==> config.mk <==
export PLATFORM = sky130hd
export DESIGN_NAME = mdu_iterative
export DESIGN_NICKNAME = d
export VERILOG_FILES = /design/src/rtl/mdu_iterative.sv
export SDC_FILE = /design/constraint.sdc
export NUM_CORES = 1
export LEC_CHECK = 0
export CAP_MARGIN = 15
export CORE_MARGIN = 4
export CORE_UTILIZATION = 62
export CTS_BUF_LIST = sky130_fd_sc_hd__clkbuf_8 sky130_fd_sc_hd__clkbuf_16
export CTS_CLUSTER_SIZE = 16
export DETAILED_ROUTE_END_ITERATION = 7
export PLACE_DENSITY = 0.83
export RECOVER_POWER = 25
export SLEW_MARGIN = 0
export SYNTH_ARGS = -nofsm -noshare
export SYNTH_HDL_FRONTEND = slang
export SYNTH_SLANG_ARGS = --single-unit
==> constraint.sdc <==
create_clock -name clk -period 7.2 [get_ports clk]
set_clock_uncertainty 0.2 [all_clocks]
set_input_delay 1.44 -clock clk [delete_from_list [all_inputs] [get_ports clk]]
set_output_delay 1.44 -clock clk [all_outputs]
set_load 0.02 [all_outputs]
==> src/rtl/mdu_iterative.sv <==
`default_nettype none
// ============================================================================
//  Module   : mdu_iterative
//  Purpose  : Iterative RV32M multiply/divide unit for the EX stage.
//             Radix-2 shift/add multiplier and restoring divider sharing one
//             64-bit accumulator; 32 iterations per operation, with the
//             divide-by-zero and signed-overflow cases resolved in one cycle.
//  Ports    : clk, rst      - clock, synchronous active-high reset
//             start         - request, accepted only in IDLE without flush
//             flush         - abort current operation (branch/trap)
//             funct3        - M-extension operation select
//             op_a, op_b    - forwarded rs1/rs2, sampled with start
//             busy          - unit is not IDLE
//             stall         - holds IF/ID/EX while a request is in flight
//             done          - one-cycle result-valid pulse
//             result        - registered result, held until next accept
//  Revision : 1.0 - initial release
// ============================================================================
module mdu_iterative #(
  parameter int XLEN = 32
) (
  input  logic            clk,
  input  logic            rst,
  input  logic            start,
  input  logic            flush,
  input  logic [2:0]      funct3,
  input  logic [XLEN-1:0] op_a,
  input  logic [XLEN-1:0] op_b,
  output logic            busy,
  output logic            stall,
  output logic            done,
  output logic [XLEN-1:0] result
);

  localparam int W2 = 2 * XLEN;

  typedef enum logic [1:0] {
    S_IDLE = 2'd0,
    S_CALC = 2'd1,
    S_DONE = 2'd2
  } state_e;

  state_e          state_q;
  logic [4:0]      cnt_q;
  logic [W2-1:0]   acc_q;     // mul: {product_hi, multiplier}; div: {rem, quot}
  logic [XLEN-1:0] b_q;       // multiplicand or divisor magnitude
  logic [2:0]      f3_q;
  logic            sa_q, sb_q;
  logic            busy_q, done_q;
  logic [XLEN-1:0] result_q;

  // Request decode
  logic            is_div, signed_a, signed_b, sa_in, sb_in;
  logic [XLEN-1:0] mag_a, mag_b;
  logic            div_zero, div_ovf, special;
  logic [XLEN-1:0] special_res;

  // Iteration datapath
  logic [XLEN:0]   mul_sum;
  logic [W2-1:0]   mul_next;
  logic [XLEN:0]   rem_sh;
  logic [XLEN-1:0] trial;
  logic [W2-1:0]   div_next;
  logic [W2-1:0]   acc_d;

  // Sign fix-up of the final iteration
  logic            neg;
  logic [W2-1:0]   prod;
  logic [XLEN-1:0] quot, rem, calc_res;

  always_comb begin
    is_div   = funct3[2];
    signed_a = (funct3 == 3'b001) | (funct3 == 3'b010) |
               (funct3 == 3'b100) | (funct3 == 3'b110);
    signed_b = (funct3 == 3'b001) | (funct3 == 3'b100) | (funct3 == 3'b110);
    sa_in    = signed_a & op_a[XLEN-1];
    sb_in    = signed_b & op_b[XLEN-1];
    mag_a    = sa_in ? -op_a : op_a;
    mag_b    = sb_in ? -op_b : op_b;

    div_zero = is_div & (op_b == '0);
    // Only the signed forms (funct3[0] == 0) can overflow.
    div_ovf  = is_div & ~funct3[0] & (op_a == {1'b1, {(XLEN-1){1'b0}}}) &
               (op_b == '1);
    special  = div_zero | div_ovf;

    special_res = '0;
    if (div_zero) begin
      special_res = funct3[1] ? op_a : '1;
    end else if (div_ovf) begin
      special_res = funct3[1] ? '0 : {1'b1, {(XLEN-1){1'b0}}};
    end

    // Shift/add: add multiplicand into the high half, then shift the
    // 65-bit {carry, acc} right by one.
    mul_sum  = {1'b0, acc_q[W2-1:XLEN]} + {1'b0, (acc_q[0] ? b_q : '0)};
    mul_next = {mul_sum, acc_q[XLEN-1:1]};

    // Restoring division: the shifted remainder can reach XLEN+1 bits, but
    // whenever it is >= divisor the difference fits in XLEN bits.
    rem_sh   = acc_q[W2-1:XLEN-1];
    trial    = rem_sh[XLEN-1:0] - b_q;
    if (rem_sh >= {1'b0, b_q}) begin
      div_next = {trial, acc_q[XLEN-2:0], 1'b1};
    end else begin
      div_next = {acc_q[W2-2:0], 1'b0};
    end

    acc_d    = f3_q[2] ? div_next : mul_next;

    neg      = sa_q ^ sb_q;
    prod     = neg ? -acc_d : acc_d;
    quot     = neg  ? -acc_d[XLEN-1:0]  : acc_d[XLEN-1:0];
    rem      = sa_q ? -acc_d[W2-1:XLEN] : acc_d[W2-1:XLEN];
    if (f3_q[2]) begin
      calc_res = f3_q[1] ? rem : quot;
    end else begin
      calc_res = (f3_q[1:0] == 2'b00) ? prod[XLEN-1:0] : prod[W2-1:XLEN];
    end
  end

  always_ff @(posedge clk) begin
    if (rst) begin
      state_q  <= S_IDLE;
      cnt_q    <= '0;
      acc_q    <= '0;
      b_q      <= '0;
      f3_q     <= '0;
      sa_q     <= 1'b0;
      sb_q     <= 1'b0;
      busy_q   <= 1'b0;
      done_q   <= 1'b0;
      result_q <= '0;
    end else if (flush) begin
      state_q  <= S_IDLE;
      cnt_q    <= '0;
      busy_q   <= 1'b0;
      done_q   <= 1'b0;
    end else begin
      case (state_q)
        S_IDLE: begin
          done_q <= 1'b0;
          if (start) begin
            f3_q   <= funct3;
            sa_q   <= sa_in;
            sb_q   <= sb_in;
            cnt_q  <= '0;
            busy_q <= 1'b1;
            if (special) begin
              result_q <= special_res;
              done_q   <= 1'b1;
              state_q  <= S_DONE;
            end else begin
              acc_q   <= {{XLEN{1'b0}}, (is_div ? mag_a : mag_b)};
              b_q     <= is_div ? mag_b : mag_a;
              state_q <= S_CALC;
            end
          end
        end
        S_CALC: begin
          acc_q <= acc_d;
          cnt_q <= cnt_q + 5'd1;
          if (cnt_q == 5'd31) begin
            result_q <= calc_res;
            done_q   <= 1'b1;
            state_q  <= S_DONE;
          end
        end
        S_DONE: begin
          done_q  <= 1'b0;
          busy_q  <= 1'b0;
          state_q <= S_IDLE;
        end
        default: begin
          done_q  <= 1'b0;
          busy_q  <= 1'b0;
          state_q <= S_IDLE;
        end
      endcase
    end
  end

  assign stall  = ((state_q == S_IDLE) & start & ~flush) | (state_q == S_CALC);
  assign busy   = busy_q;
  assign done   = done_q;
  assign result = result_q;

endmodule
`default_nettype wire
After elaboration in Yosys (flattened, before gate mapping)
Cells that the tools add are included.
Widths: inputs -> output; s select.

word-level totals
  flip-flop bits (word level) = 142
  input bits = 71
  output and inout bits = 35
  word-level logic and storage cells = 99

cells by class
  $add $sub $neg = 8
  order comparisons = 1
  eq/ne operators = 12
  mux-type cells = 36
  bitwise logic cells = 20
  reduce and logical (&&, ||, !) cells = 12

operators by type and width
  operator              number
  $mux 32               17
  $mux 64               5
  $neg 32->32           4
  $pmux 64 s2           1
  $eq 32x32->1 const B  2
  $neg 64->64           1
  $pmux 32 s2           1
  $add 32x32->33        1
  $ge 33x32->1          1
  $logic_not 32->1      1
  $sub 32x32->32        1
  $pmux 5 s2            1
  $and 1x1->1           8
  $ne 2x2->1 const B    4
  $reduce_and 4->1      2
  $or 1x1->1            7
  $eq 3x3->1 const B    2
  $mux 2                3
  $reduce_and 2->1      3
  $add 5x1->5 const B   1
  $eq 5x5->1 const B    1
  $mux 5                1
  $reduce_and 5->1      1
  $logic_not 2->1       2
  other kinds (11)      18

Depth between registers and ports, before layout
  depth after elaboration = 10
  mapped depth = 23
  mapped depth without buffers = 21

Worst setup path before layout
Ideal clock, no wire load.

  path type = reg2reg
  from = reg f3_q[2]
  to = reg result_q[10] (netlist: result[10])
  setup time = 0.137 ns
  arrival = 4.636 ns
  data required time = 6.863 ns
  slack = 2.227 ns
  cell stages (with the launch flop) = 21
  path buffers = 7
  clock period less this slack = 4.973 ns
  path through = dfxtp_1 buf_2 buf_4 buf_2 buf_2 buf_2 buf_2 buf_1 mux2i_1 ha_1 and4_1 nand2_1 or3_1 nor2_1 nand2b_1 or3_1 o31a_1 a221o_1 nand3_1 o211a_1 a211oi_1

on the way
  cells in the longest elaborated chain, start to end = 7
  elaborated cells on any way between the ends = 12
  classes of those cells = add/sub: 3; mux: 9

ends and longest elaborated chain
  element                              line      source
  from (decl)                          47        logic [2:0] f3_q;
  from (signal assigned)               144       f3_q <= funct3;
  $mux 64                              109       acc_d = f3_q[2] ? div_next : mul_next;
  $neg 64->64 (tied with other cells)  112       prod = neg ? -acc_d : acc_d;
  $mux 64 (tied with other cells)      112
  $mux 32 (on tied branches)           118, 116
  $mux 32 *                            115       if (f3_q[2]) begin
  $mux 32 *                            163       if (cnt_q == 5'd31) begin
  $pmux 32 s2 *                        140       case (state_q)
  to (signal assigned)                 150       result_q <= special_res;
  to (signal assigned)                 164       result_q <= calc_res;
  to (decl)                            50        logic [XLEN-1:0] result_q;

Every way passes the cells marked *; elsewhere a longest branch is shown, timed or not. The select of a mux whose other input is x is not followed.
A chain may end at the register's enable or synchronous reset.

Final worst setup path
  from = reg acc_q[61]
  to = reg result_q[14] (netlist: result[14])

on the way
  cells in the longest elaborated chain, start to end = 9
  elaborated cells on any way between the ends = 14
  classes of those cells = add/sub: 3; order compare: 1; mux: 10

ends and longest elaborated chain
  element                              line      source
  from (decl)                          45        logic [W2-1:0] acc_q;
  from (signal assigned)               154       acc_q <= {{XLEN{1'b0}}, (is_div ? mag_a : mag_b)};
  $ge 33x32->1 *                       103       if (rem_sh >= {1'b0, b_q}) begin
  $mux 64 *                            103
  $mux 64 *                            109
  $neg 64->64 (tied with other cells)  112
  $mux 64 (tied with other cells)      112
  $mux 32 (on tied branches)           118, 116
  $mux 32 *                            115
  $mux 32 *                            163
  $pmux 32 s2 *                        140

Marks and branches as above.

==> summary.txt <==
Run status
  – Status: finished, violations left
  – Failing checks: DRC, capacitance limit, slew limit

Logic synthesis
  – Synthesis-stage register bit count: 142
  – Distinct cells, synth: 111
  – Post-Syn Area: 16200 um^2
  – Post-synthesis async set-or-reset flop share: 0
  – Avg Cell Area, Syn: 7.07 um^2
  – Number of flops mapped to enable cells by yosys: 0
  – Mapped Nets: 2432
  – Synth Flop Type: dfxtp_1
  – Post-Syn Instances: 2288
  – Register area share after synthesis: 0.176
  – Synth warn: 0

Placement
  – IO Port Bufs: 105
  – Worst slack, placed: 1110 ps
  – Final Wtd Congestion: 1.07
  – Placed cells: 2597
  – Cell Area, Placed: 17200 um^2
  – DP HPWL: 51.0 mm

Layout
  – Ant. Diodes: 0
  – Fill cells: 2201
  – FF/Latch Area: 2850 um^2
  – Final non-filler cell total: 2629
  – Post-route design area: 17800 um^2
  – Area of the multi-input gates: 12500 um^2
  – Share of layout cells above drive strength 1: 0.0631
  – Nets: 2430
  – Post-route core utilization: 0.702
  – Area Growth Syn to Fin: 10.2%

Timing
  – Endpoints failing setup: 0
  – Final worst slack: 773 ps
  – Final setup TNS: 0 ps
  – Period utilisation layout: 0.893
  – RSZ-0062 raised after global routing: no
  – Worst-Margin Slew: 3610 ps
  – Hold_ws: 255 ps
  – Fin. Hold Viols: 0
  – Relative slew slack: -1.41
  – Min cycle time layout: 6430 ps
  – Final slew viol count: 76
  – F_max: 0.156 GHz

Worst setup path
  – Reg-to-reg critical path endpoint: result[14]
  – Critical Path AT: 6380 ps
  – Worst Setup End Kind: register
  – CP dominant cell by count: nor2_1
  – Crit path cell chain: ha_1 > a21o_1 > a211o_1 > a221oi_2 > nand3_2 > nor2_4 > nor2_1 > a21oi_1 > ha_1 > and4_1 > nand2_1 > or3_1 > nor2_1 > nand2b_1 > or3_1 > nor2_1 > nor2_1 > xnor2_1 > a221oi_1 > a211oi_1
  – Worst-case reg-to-reg path depth: 20
  – Worst Setup Start Kind: register
  – CP top delay family: simple AND/OR/NAND/NOR gates
  – CP max FO: 10
  – CP bufs+invs: 0
  – Crit Reg-Reg Startpoint: acc_q[61]
  – Reg2Reg Setup Slack: 770 ps
  – Slowest-stage cell, CP: a221oi_1
  – Crit path largest cell delay: 490 ps
  – Setup CP Type: reg2reg
  – Critical Path RT: 7150 ps

Power
  – Internal power: 1.76 mW
  – Clk pwr share: 0.353
  – Net Sw Frac: 0.402
  – Net Sw Power: 1.18 mW
  – Power Total: 2.94 mW
  – Sequential power share: 0.290
  – PwrDens: 165 nW/um^2
  – Combinational power share: 0.358
  – Static Leak: 6.70 nW
  – Peak VDD IR: 195 uV

Clocking
  – Root Driver: clkbuf_16
  – Worst-path clk slew: 80 ps
  – # clock sinks: 142
  – CTS H-tree depth: 4
  – Clk_lat worst skew: 450 ps
  – Postcts setup bufs: 0
  – Clk buf depth: 2
  – Number of buffers created by CTS: 17
  – CTS tree: done
  – Post-cts sizing count: 0
  – # hold bufs at CTS: 0

Route
  – Antenna-violating nets left: 0
  – First drt pass iteration count: 8
  – DR WL/cell: 25.2 um
  – DRC: 1
  – 1st-iter DRT viols: 3090
  – Vias: 18900
  – Vias per inst: 7.20
  – Routed WL: 66.3 mm

Worst hold path
  – Hold path endpoint: b_q[2]
  – WHS Path Cells: 2
  – HP Class: reg2reg
  – Hold Startpoint: b_q[2]

Die
  – Core area: 25400 um^2
  – Initial core utilization: 0.637
  – Die height: 170 um
  – Num ports: 106
  – Full die area: 28700 um^2
  – Die Width: 170 um
  – Row cnt: 58

Run
  – Max-Cap Viols: 1

GRT
  – First-pass GRT wire length: 100 mm
  – Largest net degree at the start of global routing: 83
  – GRT Total Usage: 0.443
  – Initial antenna violation count: 1
  – Gr ovfl total: 0
  – Vias in the first global route: 17400
[worst min-delay path, stage by stage (launching register included)]
cell and delay, ps:
dfxtp_1 310, nand2_1 50, a21oi_1 50
[cells in the mapped netlist, types with 9 or more instances]
cell type | n | area (um^2)
a211oi_1 | 44 | 330
a31oi_1 | 38 | 238
and2_1 | 17 | 106
o21ai_0 | 158 | 791
nor2_1 | 320 | 1200
buf_1 | 13 | 48.8
nand2_1 | 199 | 747
xnor2_1 | 96 | 841
nor3_1 | 61 | 305
nand3_1 | 47 | 235
mux2i_1 | 56 | 561
nand2b_1 | 17 | 106
o21a_1 | 18 | 135
clkbuf_1 | 102 | 383
or3_1 | 25 | 156
a311oi_1 | 18 | 158
nor2b_1 | 21 | 131
mux2_2 | 10 | 113
xor2_1 | 70 | 613
ha_1 | 71 | 888
or2_2 | 12 | 75.1
inv_1 | 63 | 236
a21o_1 | 25 | 188
o31ai_1 | 14 | 105
a21oi_1 | 185 | 926
o22ai_1 | 9 | 56.3
dfxtp_1 | 142 | 2840
and3_1 | 18 | 113
buf_2 | 20 | 100
a22oi_1 | 36 | 270
o211ai_1 | 73 | 548
o21bai_1 | 11 | 82.6
nand4_1 | 37 | 231
o21ai_1 | 18 | 90.1
nor4_1 | 17 | 106
a221oi_1 | 14 | 123
[cell type report]
type	instances	area share
clock buffer	18	0.0246
inverter	65	0.0137
timing repair buffer	130	0.0688
tap	330	0.0231
clock inverter	14	0.0116
sequential	142	0.160
multi-input combinational	1930	0.699
[registers in the layout, summed over array words and instances, names as in the netlist]
| signal | flops |
|---|---|
| acc_q | 64 |
| b_q | 32 |
| busy | 1 |
| cnt_q | 5 |
| done | 1 |
| f3_q | 3 |
| result | 32 |
| sa_q | 1 |
| sb_q | 1 |
| state_q | 2 |
[cell families (layout without fill, tap and decap cells)]
family,after synthesis,after routing,share of synthesized area
AND/OR/NAND/NOR,843,843,0.248
buffers and inverters,216,227,0.0564
XOR/XNOR,166,166,0.0898
multiplexers,66,66,0.0416
flip-flops,142,142,0.176
AO/OA/AOI/OAI,782,782,0.331
adder cells (fa/ha/maj),73,73,0.0574
[routing by layer]
layer / share of wire / global-route usage / vias to the layer above / routed length [um]
met5: 0.00014 / 0 / - / 9
met4: 0.079 / 0.271 / 2 / 5230
met3: 0.12 / 0.138 / 339 / 8140
met2: 0.42 / 0.684 / 1363 / 28200
met1: 0.37 / 0.540 / 8769 / 24800
li1: - / - / 8446 / -
[cells in the final DEF, fill, tap and decap left out, types with 9 or more instances in the layout]
cell	instances
inv_1	64
and3_1	18
clkbuf_16	17
nor3_1	61
a21oi_1	185
o21ai_1	17
buf_4	25
nand4_1	37
a22oi_1	36
xor2_1	69
o22ai_1	9
or2_2	12
nand3_1	47
or3_1	25
nor2_1	319
o21ai_0	158
ha_1	71
a221oi_1	14
nand2b_1	16
nand2_1	199
dlygate4sd3_1	34
nor4_1	17
o211ai_1	73
a211oi_1	44
xnor2_1	95
and2_1	17
o31ai_1	14
clkdlybuf4s50_1	69
dfxtp_1	141
o21a_1	18
a21o_1	25
mux2i_1	56
nor2b_1	21
o21bai_1	11
mux2_2	10
a31oi_1	38
a311oi_1	18
[power groups by stage]
stage / sequential (mW) / clock (mW) / combinational (mW)
6_report: 0.851 / 1.04 / 1.05
4_1_cts: 0.848 / 1.02 / 1.00
5_1_grt: 0.854 / 1.04 / 1.10
3_3_place_gp: 0.863 / 0 / 0.978
2_1_floorplan: 0.847 / 0 / 0.695
3_5_place_dp: 0.866 / 0 / 0.995
[worst max-delay path by stage]
stage,cells after the start,from,slack [ps],to
2_1_floorplan,20,f3_q[2],2230,result[10]
3_3_place_gp,14,op_a[0],1230,acc_q[41]
3_5_place_dp,14,op_a[0],1110,result[27]
4_1_cts,20,acc_q[61],1130,result[14]
5_1_grt,21,b_q[18],500,result[14]
6_report,20,acc_q[61],770,result[14]
No activity file was read; power rests on OpenSTA's default activity.
